`config.mk`:
```
export PLATFORM = sky130hd
export DESIGN_NAME = serial_alu_seq
export DESIGN_NICKNAME = d
export VERILOG_FILES = /design/src/rtl/serial_alu_pkg.sv /design/src/rtl/serial_alu_digit.sv /design/src/rtl/serial_alu_seq.sv
export SDC_FILE = /design/constraint.sdc
export NUM_CORES = 1
export LEC_CHECK = 0
export CORE_UTILIZATION = 50
export CTS_BUF_LIST = sky130_fd_sc_hd__clkbuf_2 sky130_fd_sc_hd__clkbuf_4 sky130_fd_sc_hd__clkbuf_8
export DETAILED_ROUTE_END_ITERATION = 8
export PLACE_DENSITY = 0.84
export SLEW_MARGIN = 20
export SYNTH_ARGS = -nofsm -noshare
export SYNTH_HDL_FRONTEND = slang
export SYNTH_SLANG_ARGS = --single-unit
```
`constraint.sdc`:
```
create_clock -name clk -period 10.9 [get_ports clk]
set_clock_uncertainty 0.15 [all_clocks]
set_input_delay 1.09 -clock clk [delete_from_list [all_inputs] [get_ports clk]]
set_output_delay 1.09 -clock clk [all_outputs]
set_load 0.01 [all_outputs]
```
`src/rtl/serial_alu_pkg.sv`:
```
// Shared types for the digit-serial ALU sequencer: operation encoding and digit-count helper.
package serial_alu_pkg;

    typedef enum logic [2:0] {
        OpAdd = 3'd0,
        OpSub = 3'd1,
        OpAnd = 3'd2,
        OpOr  = 3'd3,
        OpXor = 3'd4,
        OpEq  = 3'd5,
        OpLtu = 3'd6
    } SerialAluOp;

    function automatic int unsigned digit_count(input int unsigned xlen,
                                                input int unsigned digit_w);
        return xlen / digit_w;
    endfunction

endpackage

```
`src/rtl/serial_alu_digit.sv`:
```
// Combinational one-digit ALU slice; b arrives already extended and inverted for SUB/LTU.
module serial_alu_digit
    import serial_alu_pkg::*;
#(
    parameter int unsigned DIGIT_W = 4
) (
    input  SerialAluOp         i_op,
    input  logic [DIGIT_W-1:0] i_a,
    input  logic [DIGIT_W-1:0] i_b,
    input  logic               i_carry,
    output logic [DIGIT_W-1:0] o_sum,
    output logic               o_carry,
    output logic               o_eq
);

    logic [DIGIT_W:0] w_add;

    assign w_add = {1'b0, i_a} + {1'b0, i_b} + {{DIGIT_W{1'b0}}, i_carry};
    assign o_eq  = (i_a == i_b);

    always_comb begin
        o_sum   = w_add[DIGIT_W-1:0];
        o_carry = 1'b0;
        case (i_op)
            OpAdd, OpSub, OpLtu: o_carry = w_add[DIGIT_W];
            OpAnd:               o_sum = i_a & i_b;
            OpOr:                o_sum = i_a | i_b;
            OpXor:               o_sum = i_a ^ i_b;
            OpEq:                o_sum = ~(i_a ^ i_b);
            default:             o_sum = w_add[DIGIT_W-1:0];
        endcase
    end

endmodule

```
`src/rtl/serial_alu_seq.sv`:
```
// Digit-serial ALU sequencer: one DIGIT_W slice per clock, with early exit once the
// upper digits of an ADD/SUB have settled or an EQ compare has mismatched.
module serial_alu_seq
    import serial_alu_pkg::*;
#(
    parameter int unsigned XLEN    = 32,
    parameter int unsigned DIGIT_W = 4,
    localparam int unsigned N      = digit_count(XLEN, DIGIT_W),
    localparam int unsigned LEN_W  = (N > 1) ? $clog2(N) : 1
) (
    input  logic             clk,
    input  logic             rst_n,
    input  logic             i_start,
    input  SerialAluOp       i_op,
    input  logic [LEN_W-1:0] i_len,
    input  logic             i_w2_signed,
    input  logic [XLEN-1:0]  i_word1,
    input  logic [XLEN-1:0]  i_word2,
    output logic             o_busy,
    output logic             o_done,
    output logic [XLEN-1:0]  o_result,
    output logic             o_flag
);

    localparam logic [0:0]      StIdle     = 1'b0;
    localparam logic [0:0]      StRun      = 1'b1;
    localparam logic [LEN_W:0]  N_DIGITS   = (LEN_W + 1)'(N);
    localparam logic [XLEN-1:0] DIGIT_MASK = XLEN'({DIGIT_W{1'b1}});
    localparam logic [XLEN-1:0] SIGN_BIT   = XLEN'(1) << (DIGIT_W - 1);

    logic [0:0]       r_state;
    SerialAluOp       r_op;
    logic [LEN_W-1:0] r_len;
    logic [LEN_W-1:0] r_idx;
    logic             r_w2_signed;
    logic             r_carry;
    logic             r_done;
    logic             r_flag;
    logic [XLEN-1:0]  r_word1;
    logic [XLEN-1:0]  r_word2;
    logic [XLEN-1:0]  r_result;

    logic [LEN_W:0]     w_idx_next;
    logic               w_is_arith;
    logic               w_invert;
    logic               w_ext;
    logic [DIGIT_W-1:0] w_a_cur;
    logic [DIGIT_W-1:0] w_b_cur;
    logic [DIGIT_W-1:0] w_b_next;
    logic [DIGIT_W-1:0] w_sum;
    logic               w_cout;
    logic               w_eq;
    logic               w_last;
    logic               w_settle;
    logic               w_finish;
    logic               w_flag_next;
    logic [XLEN-1:0]    w_result_next;

    function automatic logic [DIGIT_W-1:0] f_digit(input logic [XLEN-1:0] word,
                                                   input logic [LEN_W:0]  k);
        return DIGIT_W'(word >> (k * DIGIT_W));
    endfunction

    assign w_idx_next = {1'b0, r_idx} + {{LEN_W{1'b0}}, 1'b1};
    assign w_is_arith = (r_op == OpAdd) || (r_op == OpSub);
    assign w_invert   = (r_op == OpSub) || (r_op == OpLtu);
    assign w_ext      = r_w2_signed & (|(r_word2 & (SIGN_BIT << (r_len * DIGIT_W))));
    assign w_a_cur    = f_digit(r_word1, {1'b0, r_idx});

    // Effective word2 digits for the current and the following position.
    always_comb begin
        w_b_cur  = f_digit(r_word2, {1'b0, r_idx});
        w_b_next = f_digit(r_word2, w_idx_next);
        if (w_is_arith && (r_idx > r_len)) begin
            w_b_cur = {DIGIT_W{w_ext}};
        end
        if (w_is_arith && (w_idx_next > {1'b0, r_len})) begin
            w_b_next = {DIGIT_W{w_ext}};
        end
        if (w_invert) begin
            w_b_cur  = ~w_b_cur;
            w_b_next = ~w_b_next;
        end
    end

    serial_alu_digit #(
        .DIGIT_W (DIGIT_W)
    ) u_digit (
        .i_op    (r_op),
        .i_a     (w_a_cur),
        .i_b     (w_b_cur),
        .i_carry (r_carry),
        .o_sum   (w_sum),
        .o_carry (w_cout),
        .o_eq    (w_eq)
    );

    // Zero ext with no carry, or all-ones ext with carry, leaves the upper word1 digits intact.
    assign w_last   = (w_idx_next == N_DIGITS);
    assign w_settle = w_is_arith && (r_idx >= r_len) && !w_last &&
                      (((w_b_next == '0) && !w_cout) || ((w_b_next == '1) && w_cout));
    assign w_finish = w_last || w_settle || ((r_op == OpEq) && !w_eq);

    assign w_result_next = (r_result & ~(DIGIT_MASK << (r_idx * DIGIT_W))) |
                           (XLEN'(w_sum) << (r_idx * DIGIT_W));

    always_comb begin
        w_flag_next = 1'b0;
        case (r_op)
            OpAdd, OpSub: w_flag_next = w_cout;
            OpLtu:        w_flag_next = ~w_cout;
            OpEq:         w_flag_next = w_eq;
            default:      w_flag_next = 1'b0;
        endcase
    end

    always_ff @(posedge clk or negedge rst_n) begin
        if (!rst_n) begin
            r_state     <= StIdle;
            r_op        <= OpAdd;
            r_len       <= '0;
            r_idx       <= '0;
            r_w2_signed <= 1'b0;
            r_carry     <= 1'b0;
            r_done      <= 1'b0;
            r_flag      <= 1'b0;
            r_word1     <= '0;
            r_word2     <= '0;
            r_result    <= '0;
        end else begin
            r_done <= 1'b0;
            case (r_state)
                StIdle: begin
                    if (i_start) begin
                        r_state     <= StRun;
                        r_op        <= i_op;
                        r_len       <= i_len;
                        r_w2_signed <= i_w2_signed;
                        r_word1     <= i_word1;
                        r_word2     <= i_word2;
                        r_result    <= i_word1;
                        r_idx       <= '0;
                        r_carry     <= (i_op == OpSub) || (i_op == OpLtu);
                    end
                end
                StRun: begin
                    r_result <= w_result_next;
                    r_carry  <= w_cout;
                    r_idx    <= w_idx_next[LEN_W-1:0];
                    if (w_finish) begin
                        r_state <= StIdle;
                        r_done  <= 1'b1;
                        r_flag  <= w_flag_next;
                    end
                end
                default: r_state <= StIdle;
            endcase
        end
    end

    assign o_busy   = (r_state == StRun);
    assign o_done   = r_done;
    assign o_result = r_result;
    assign o_flag   = r_flag;

endmodule

```
==> impl_metrics.toml, run 1 <==
[synth]
synthAdderAreaFrac = 0.0480
netlist_area_mm2 = 0.00630
synth_fp_nets = 655
synthXorXnorAreaFrac = 0.0222
async_flop_share = 1.00
synth.most_common_cell = "dfrtp_1"
synth-simple-area-share = 0.0871
synthCells = 558
synth_commonest_cells = "dfrtp_1, mux2_2, nand2_1"
yosysTopAreaCell = "dfrtp_1"
yosysWarnings = 0
synth_mux_area_frac = 0.238
syn_avg_cell_area_um2 = 11.3
synth_ff_type = "dfrtp_1"
synth.area.top_cells = "dfrtp_1, mux2_2, mux4_2"
synth_top_family_by_area = "multiplexers"
synth_edf_count = 0
synth_cell_types = 50
synth_seq_cells = 110
synth-compound-area-share = 0.131
synth_seq_area_share = 0.437
yosysTopAreaCellShare = 0.437

[timing]
worst_pin_slew_ns = 0.896
rsz0062_at_grt = "no"
maxSlewViolCount = 0
tns_ns = 0
fin_ws_ns = 5.57
setup_viol = 0
post-route-period-util = 0.489
clock.fmax_mhz = 188
final_hold_viol_count = 0
fin_crit_ns = 5.33
max_slew_margin = 0.402

[worst_setup_path]
cp_max_fo = 26
r2r-end = "o_flag"
start_kind = "flop"
max_stage_delay_ns = 0.88
crit_buf_inv = 0
worst_r2r_path_depth = 15
crit_arrival_ns = 5.46
crit_type = "flop to flop"
worst_setup_path_end_kind = "flop"
worst_ep_required_time_ns = 11.03
crit_family = "compound AO/OA/AOI/OAI gates"
crit_chain = "ha_1 > nor2b_1 > o211ai_1 > a21oi_1 > a31oi_1 > xnor2_1 > fa_1 > fa_1 > a21o_1 > a21oi_1 > xor2_1 > nor4_1 > nand4_1 > a31oi_2 > mux2_4"
cp_slowest_cell = "dfrtp_1"
reg2reg_from = "r_idx[2]"
reg2reg_slack_ns = 5.57

[clock_network]
cts_tree = "built"
clk_path_buf_depth = 2
cts_max_level = 3
cts_sinks = 110
cts-resized-gates = 0
cts_buffers = 9
hold_buffers = 0
clk_pin_slew_ns = 0.12
cts_root_buf = "clkbuf_8"
post_cts_buffers = 0
clock_latency_ns = 0.41

[routing]
vias_per_cell = 5.98
drc = 0
drt_wl_total_um = 16200
num_vias = 4931
ant_nets = 0
first_iter_violations = 505
wl_per_cell_um = 19.6
drt_pass1_iterations = 5

[run]
cap_violations = 0

[finish]
drive_above_1_share = 0.180
areaGrowthSynthToFinish_pct = 22.6
multiInputGateArea_mm2 = 0.00333
design_area_mm2 = 0.00773
final.fill_count = 929
diodes = 0
finish.net_count = 748
seq_area_mm2 = 0.00275

[die]
start_util = 0.518
die_h_um = 114
row_count = 40
die_w_um = 114
design.core.area_mm2 = 0.0122
dieArea_mm2 = 0.0131
boundaryPins = 109

[global_route]
globalRouteOverflowTotal = 0
track_usage = 0.269
grt_max_degree = 68
antenna_found_initial = 0
grt_pass1_vias = 5138
grt_pass1_wl_um = 26900

[placed_design]
dpl_cell_area_mm2 = 0.00751
dp_hpwl_um = 11700
place_ws_ns = 5.70
port-buffer-count = 108
place.gp.congestion = 0.933

[min_path]
min_from = "r_word1[31]"
holdCritPathClass = "flop to flop"
whs_path_depth = 1
hold_end = "r_word1[31]"

[power]
leakage_nw = 3.16
vdd_ir_drop_max_v = 0.000331
total_power_mw = 2.98
power.density_mw_per_mm2 = 386

[status]
outcome = "finished clean"
-- final cells by class --
class	count	share of cell area
Multi-Input combinational cell	392	0.431
Sequential cell	110	0.356
Timing Repair Buffer	117	0.148
Tap cell	168	0.0272
Clock buffer	9	0.0160
Clock inverter	7	0.0115
Inverter	21	0.0102
-- registers in the layout, summed over array words and instances (netlist names) --
name / cells
o_busy: 1
r_op: 3
r_word1: 32
r_word2: 32
r_carry: 1
r_w2_signed: 1
o_flag: 1
r_len: 3
r_idx: 3
o_result: 32
o_done: 1
-- report_power, final --
group	total (mW)	internal (mW)	switching [mW]	leakage (nW)
registers	0.796	0.616	0.179	1.29
clock network	0.264	0.111	0.154	0.103
logic	1.92	0.884	1.04	1.77
-- routing by layer --
| metal | global-route usage | vias up | share of wire | wire (um) |
|---|---|---|---|---|
| li1 | - | 2245 | - | - |
| met1 | 0.348 | 2435 | 0.41 | 6670 |
| met2 | 0.443 | 218 | 0.49 | 7960 |
| met3 | 0.0588 | 33 | 0.072 | 1170 |
| met4 | 0.101 | 0 | 0.023 | 369 |
| met5 | 0 | - | 0 | 0 |
-- per-stage QoR --
step / cells / hold WS [ns] / utilization
global placement: 808 / 0.336 / 0.618
global route: 824 / 0.388 / 0.635
CTS: 824 / 0.368 / 0.635
finish: 824 / 0.368 / 0.635
detailed placement: 808 / 0.342 / 0.618
floorplan: 558 / 0.325 / -
-- kinds of logic (layout without fill, tap and decap cells) --
family,after synthesis,after routing
flops,110,110
fa+ha+maj,23,23
simple gates,112,112
buf+inv,56,154
compound gates,123,123
xor+xnor,16,16
mux,118,118
-- how the worst max path moves through the flow --
stage / startpoint / to / slack [ns] / depth (start not counted)
after floorplan: r_idx[0] / o_flag / 5.78 / 20
after global placement: r_idx[2] / o_flag / 5.94 / 15
after detailed placement: r_idx[2] / o_flag / 5.70 / 15
after CTS: r_idx[2] / o_flag / 5.65 / 15
after global routing: r_idx[2] / o_flag / 5.18 / 15
final: r_idx[2] / o_flag / 5.57 / 15
-- cell usage in the layout (no fill, tap or decap), types with 2 or more instances in the layout --
cell	synthesis	layout
dfrtp_1	110	109
clkdlybuf4s50_1	0	106
mux2_2	66	66
nand2_1	51	51
a21oi_1	34	34
mux2i_1	33	33
nor2b_1	22	21
o21ai_0	21	21
ha_1	21	21
inv_1	20	20
a221oi_1	18	18
mux4_2	16	16
a211oi_1	15	15
buf_4	1	10
nor2_1	9	9
clkbuf_8	0	9
a31oi_1	8	8
xor2_1	8	8
xnor2_1	8	8
nand2b_1	8	8
a32oi_1	6	6
nand3_1	5	5
a22oi_1	5	5
nor3_1	5	5
o221ai_1	4	4
o22ai_1	3	3
mux4_1	2	2
a21o_1	2	2
or3_1	2	2
o31ai_1	2	2
fa_1	2	2
clkinv_4	0	2
inv_6	0	2
Power figures use the tool's default switching activity.
==> run 2: changes to the inputs <==
--- a/config.mk
+++ b/config.mk
@@ -8,7 +8,7 @@
 export CORE_UTILIZATION = 50
 export CTS_BUF_LIST = sky130_fd_sc_hd__clkbuf_2 sky130_fd_sc_hd__clkbuf_4 sky130_fd_sc_hd__clkbuf_8
 export DETAILED_ROUTE_END_ITERATION = 8
-export PLACE_DENSITY = 0.84
+export PLACE_DENSITY = 0.87
 export SLEW_MARGIN = 20
 export SYNTH_ARGS = -nofsm -noshare
 export SYNTH_HDL_FRONTEND = slang
==> constraint.sdc (replaced) <==
create_clock -name clk -period 4.7 [get_ports clk]
set_clock_uncertainty 0.15 [all_clocks]
set_input_delay 0.47 -clock clk [delete_from_list [all_inputs] [get_ports clk]]
set_output_delay 0.47 -clock clk [all_outputs]
set_load 0.01 [all_outputs]
==> run 2 against run 1 <==
Net effect:
- critical path depth is 3 higher
- via count is 1.8% higher
- utilization is 0.61 points higher
- non-clock buffer count is 7 higher
- routed wire length is 2.7% higher
- largest cell class unchanged
- maximum frequency is 19% higher
- sequential cell count stayed put
- die area stayed put
- hold slack worse by 0.0019 ns
- count of clock-buffer cells in the layout stayed put
- global-route usage is 0.23 points higher
==> impl_metrics.toml, run 2 (synthesized netlist as in run 1, its figures left out) <==
[clock_network]
clk_path_buf_depth = 2
cts_max_level = 3
post_cts_buffers = 0
cts_sinks = 110
cts_root_buf = "clkbuf_8"
clock_latency_ns = 0.40
cts_tree = "built"
clk_pin_slew_ns = 0.11
cts_buffers = 9

[routing]
drt_pass1_iterations = 7
first_iter_violations = 408
num_vias = 5019
vias_per_cell = 6.04
drt_wl_total_um = 16600
wl_per_cell_um = 20.0
ant_nets = 0
drc = 0

[timing]
final_hold_viol_count = 0
fin_ws_ns = 0.228
maxSlewViolCount = 0
clock.fmax_mhz = 224
tns_ns = 0
fin_crit_ns = 4.47
rsz0062_at_grt = "no"
setup_viol = 0
post-route-period-util = 0.952
max_slew_margin = 0.509
worst_pin_slew_ns = 0.736

[global_route]
grt_pass1_vias = 5180
grt_max_degree = 79
antenna_found_initial = 0
globalRouteOverflowTotal = 0
grt_pass1_wl_um = 27000
track_usage = 0.271

[worst_setup_path]
worst_r2r_path_depth = 18
start_kind = "flop"
cp_max_fo = 5
crit_chain = "inv_1 > ha_1 > a21oi_1 > nor2b_1 > o211ai_1 > buf_4 > a21oi_2 > a31oi_2 > xnor2_2 > fa_2 > fa_2 > a21o_1 > a21oi_4 > xor2_1 > nor4_1 > nand4_1 > a31oi_2 > mux2_4"
crit_family = "compound AO/OA/AOI/OAI gates"
max_stage_delay_ns = 0.38
r2r-end = "o_flag"
reg2reg_slack_ns = 0.23
worst_setup_path_end_kind = "flop"
cp_slowest_cell = "dfrtp_1"
reg2reg_from = "r_len[1]"
worst_ep_required_time_ns = 4.85
crit_type = "flop to flop"
crit_arrival_ns = 4.62
crit_buf_inv = 2

[die]
dieArea_mm2 = 0.0131
start_util = 0.518
boundaryPins = 109
die_h_um = 114
design.core.area_mm2 = 0.0122
die_w_um = 114
row_count = 40

[min_path]
whs_path_depth = 1
min_from = "r_word1[18]"
holdCritPathClass = "flop to flop"
hold_end = "r_word1[18]"

[finish]
final_cell_count_no_fill = 831
final_common_cell = "dfrtp_1"
finish.net_count = 755
drive_above_1_share = 0.199
areaGrowthSynthToFinish_pct = 23.7
fin_util = 0.641
diodes = 0
final_cell_mix = "dfrtp_1, clkdlybuf4s50_1, mux2_2"

[placed_design]
dp_hpwl_um = 11800
port-buffer-count = 108
place_ws_ns = 0.224
place.gp.congestion = 0.938
dp.cells = 814

[status]
outcome = "finished clean"

[run]
cap_violations = 0
run 2: cell count changes in the layout (fill, tap and decap cells not counted), moves of 2 or more:
cell | before | now
fa_1 | 2 | 0
fa_2 | 0 | 2
a21oi_1 | 34 | 32
buf_4 | 10 | 14
run 2: final cells by class:
| class | instances | area [um2] |
|---|---|---|
| Multi-Input combinational cell | 392 | 3360 |
| Clock inverter | 7 | 56.3 |
| Timing Repair Buffer | 124 | 1210 |
| Clock buffer | 9 | 124 |
| Inverter | 21 | 78.8 |
| Tap cell | 168 | 210 |
| Sequential cell | 110 | 2760 |
| Fill cell | 921 | 4360 |
run 2: per-stage QoR:
| step | area (um2) | hold WS [ns] |
|---|---|---|
| 6_report | 7800 | 0.366 |
| 5_1_grt | 7800 | 0.383 |
| 4_1_cts | 7780 | 0.108 |
| 3_5_place_dp | 7600 | 0.344 |
| 3_3_place_gp | 7600 | 0.336 |
| 2_1_floorplan | 6340 | 0.0244 |
run 2: worst max-delay path by stage:
stage / end / cells after the start / startpoint
final: o_flag / 18 / r_len[1]
after global routing: o_flag / 18 / r_len[1]
after CTS: o_flag / 14 / r_len[0]
after detailed placement: o_flag / 14 / r_len[0]
after global placement: o_flag / 14 / r_len[0]
after floorplan: o_flag / 22 / r_idx[0]
run 2: metal layers:
metal,global-route usage,wire length (um),part of all wire,up-vias
li1,-,-,-,2253
met1,0.362,7180,0.43,2512
met2,0.428,7960,0.48,206
met3,0.0466,916,0.055,48
met4,0.137,545,0.033,0
met5,0,0,0,-
run 2: timing repair:
action | in CTS | in global routing
gates resized for setup | 0 | 2
setup endpoints to repair | 0 | 1
endpoints found under the hold margin | 0 | 1
hold buffers | 0 | 1
Power of run 2 is not shown: default switching activity piles up to over one toggle a cycle in this logic, so the estimate is an artifact.
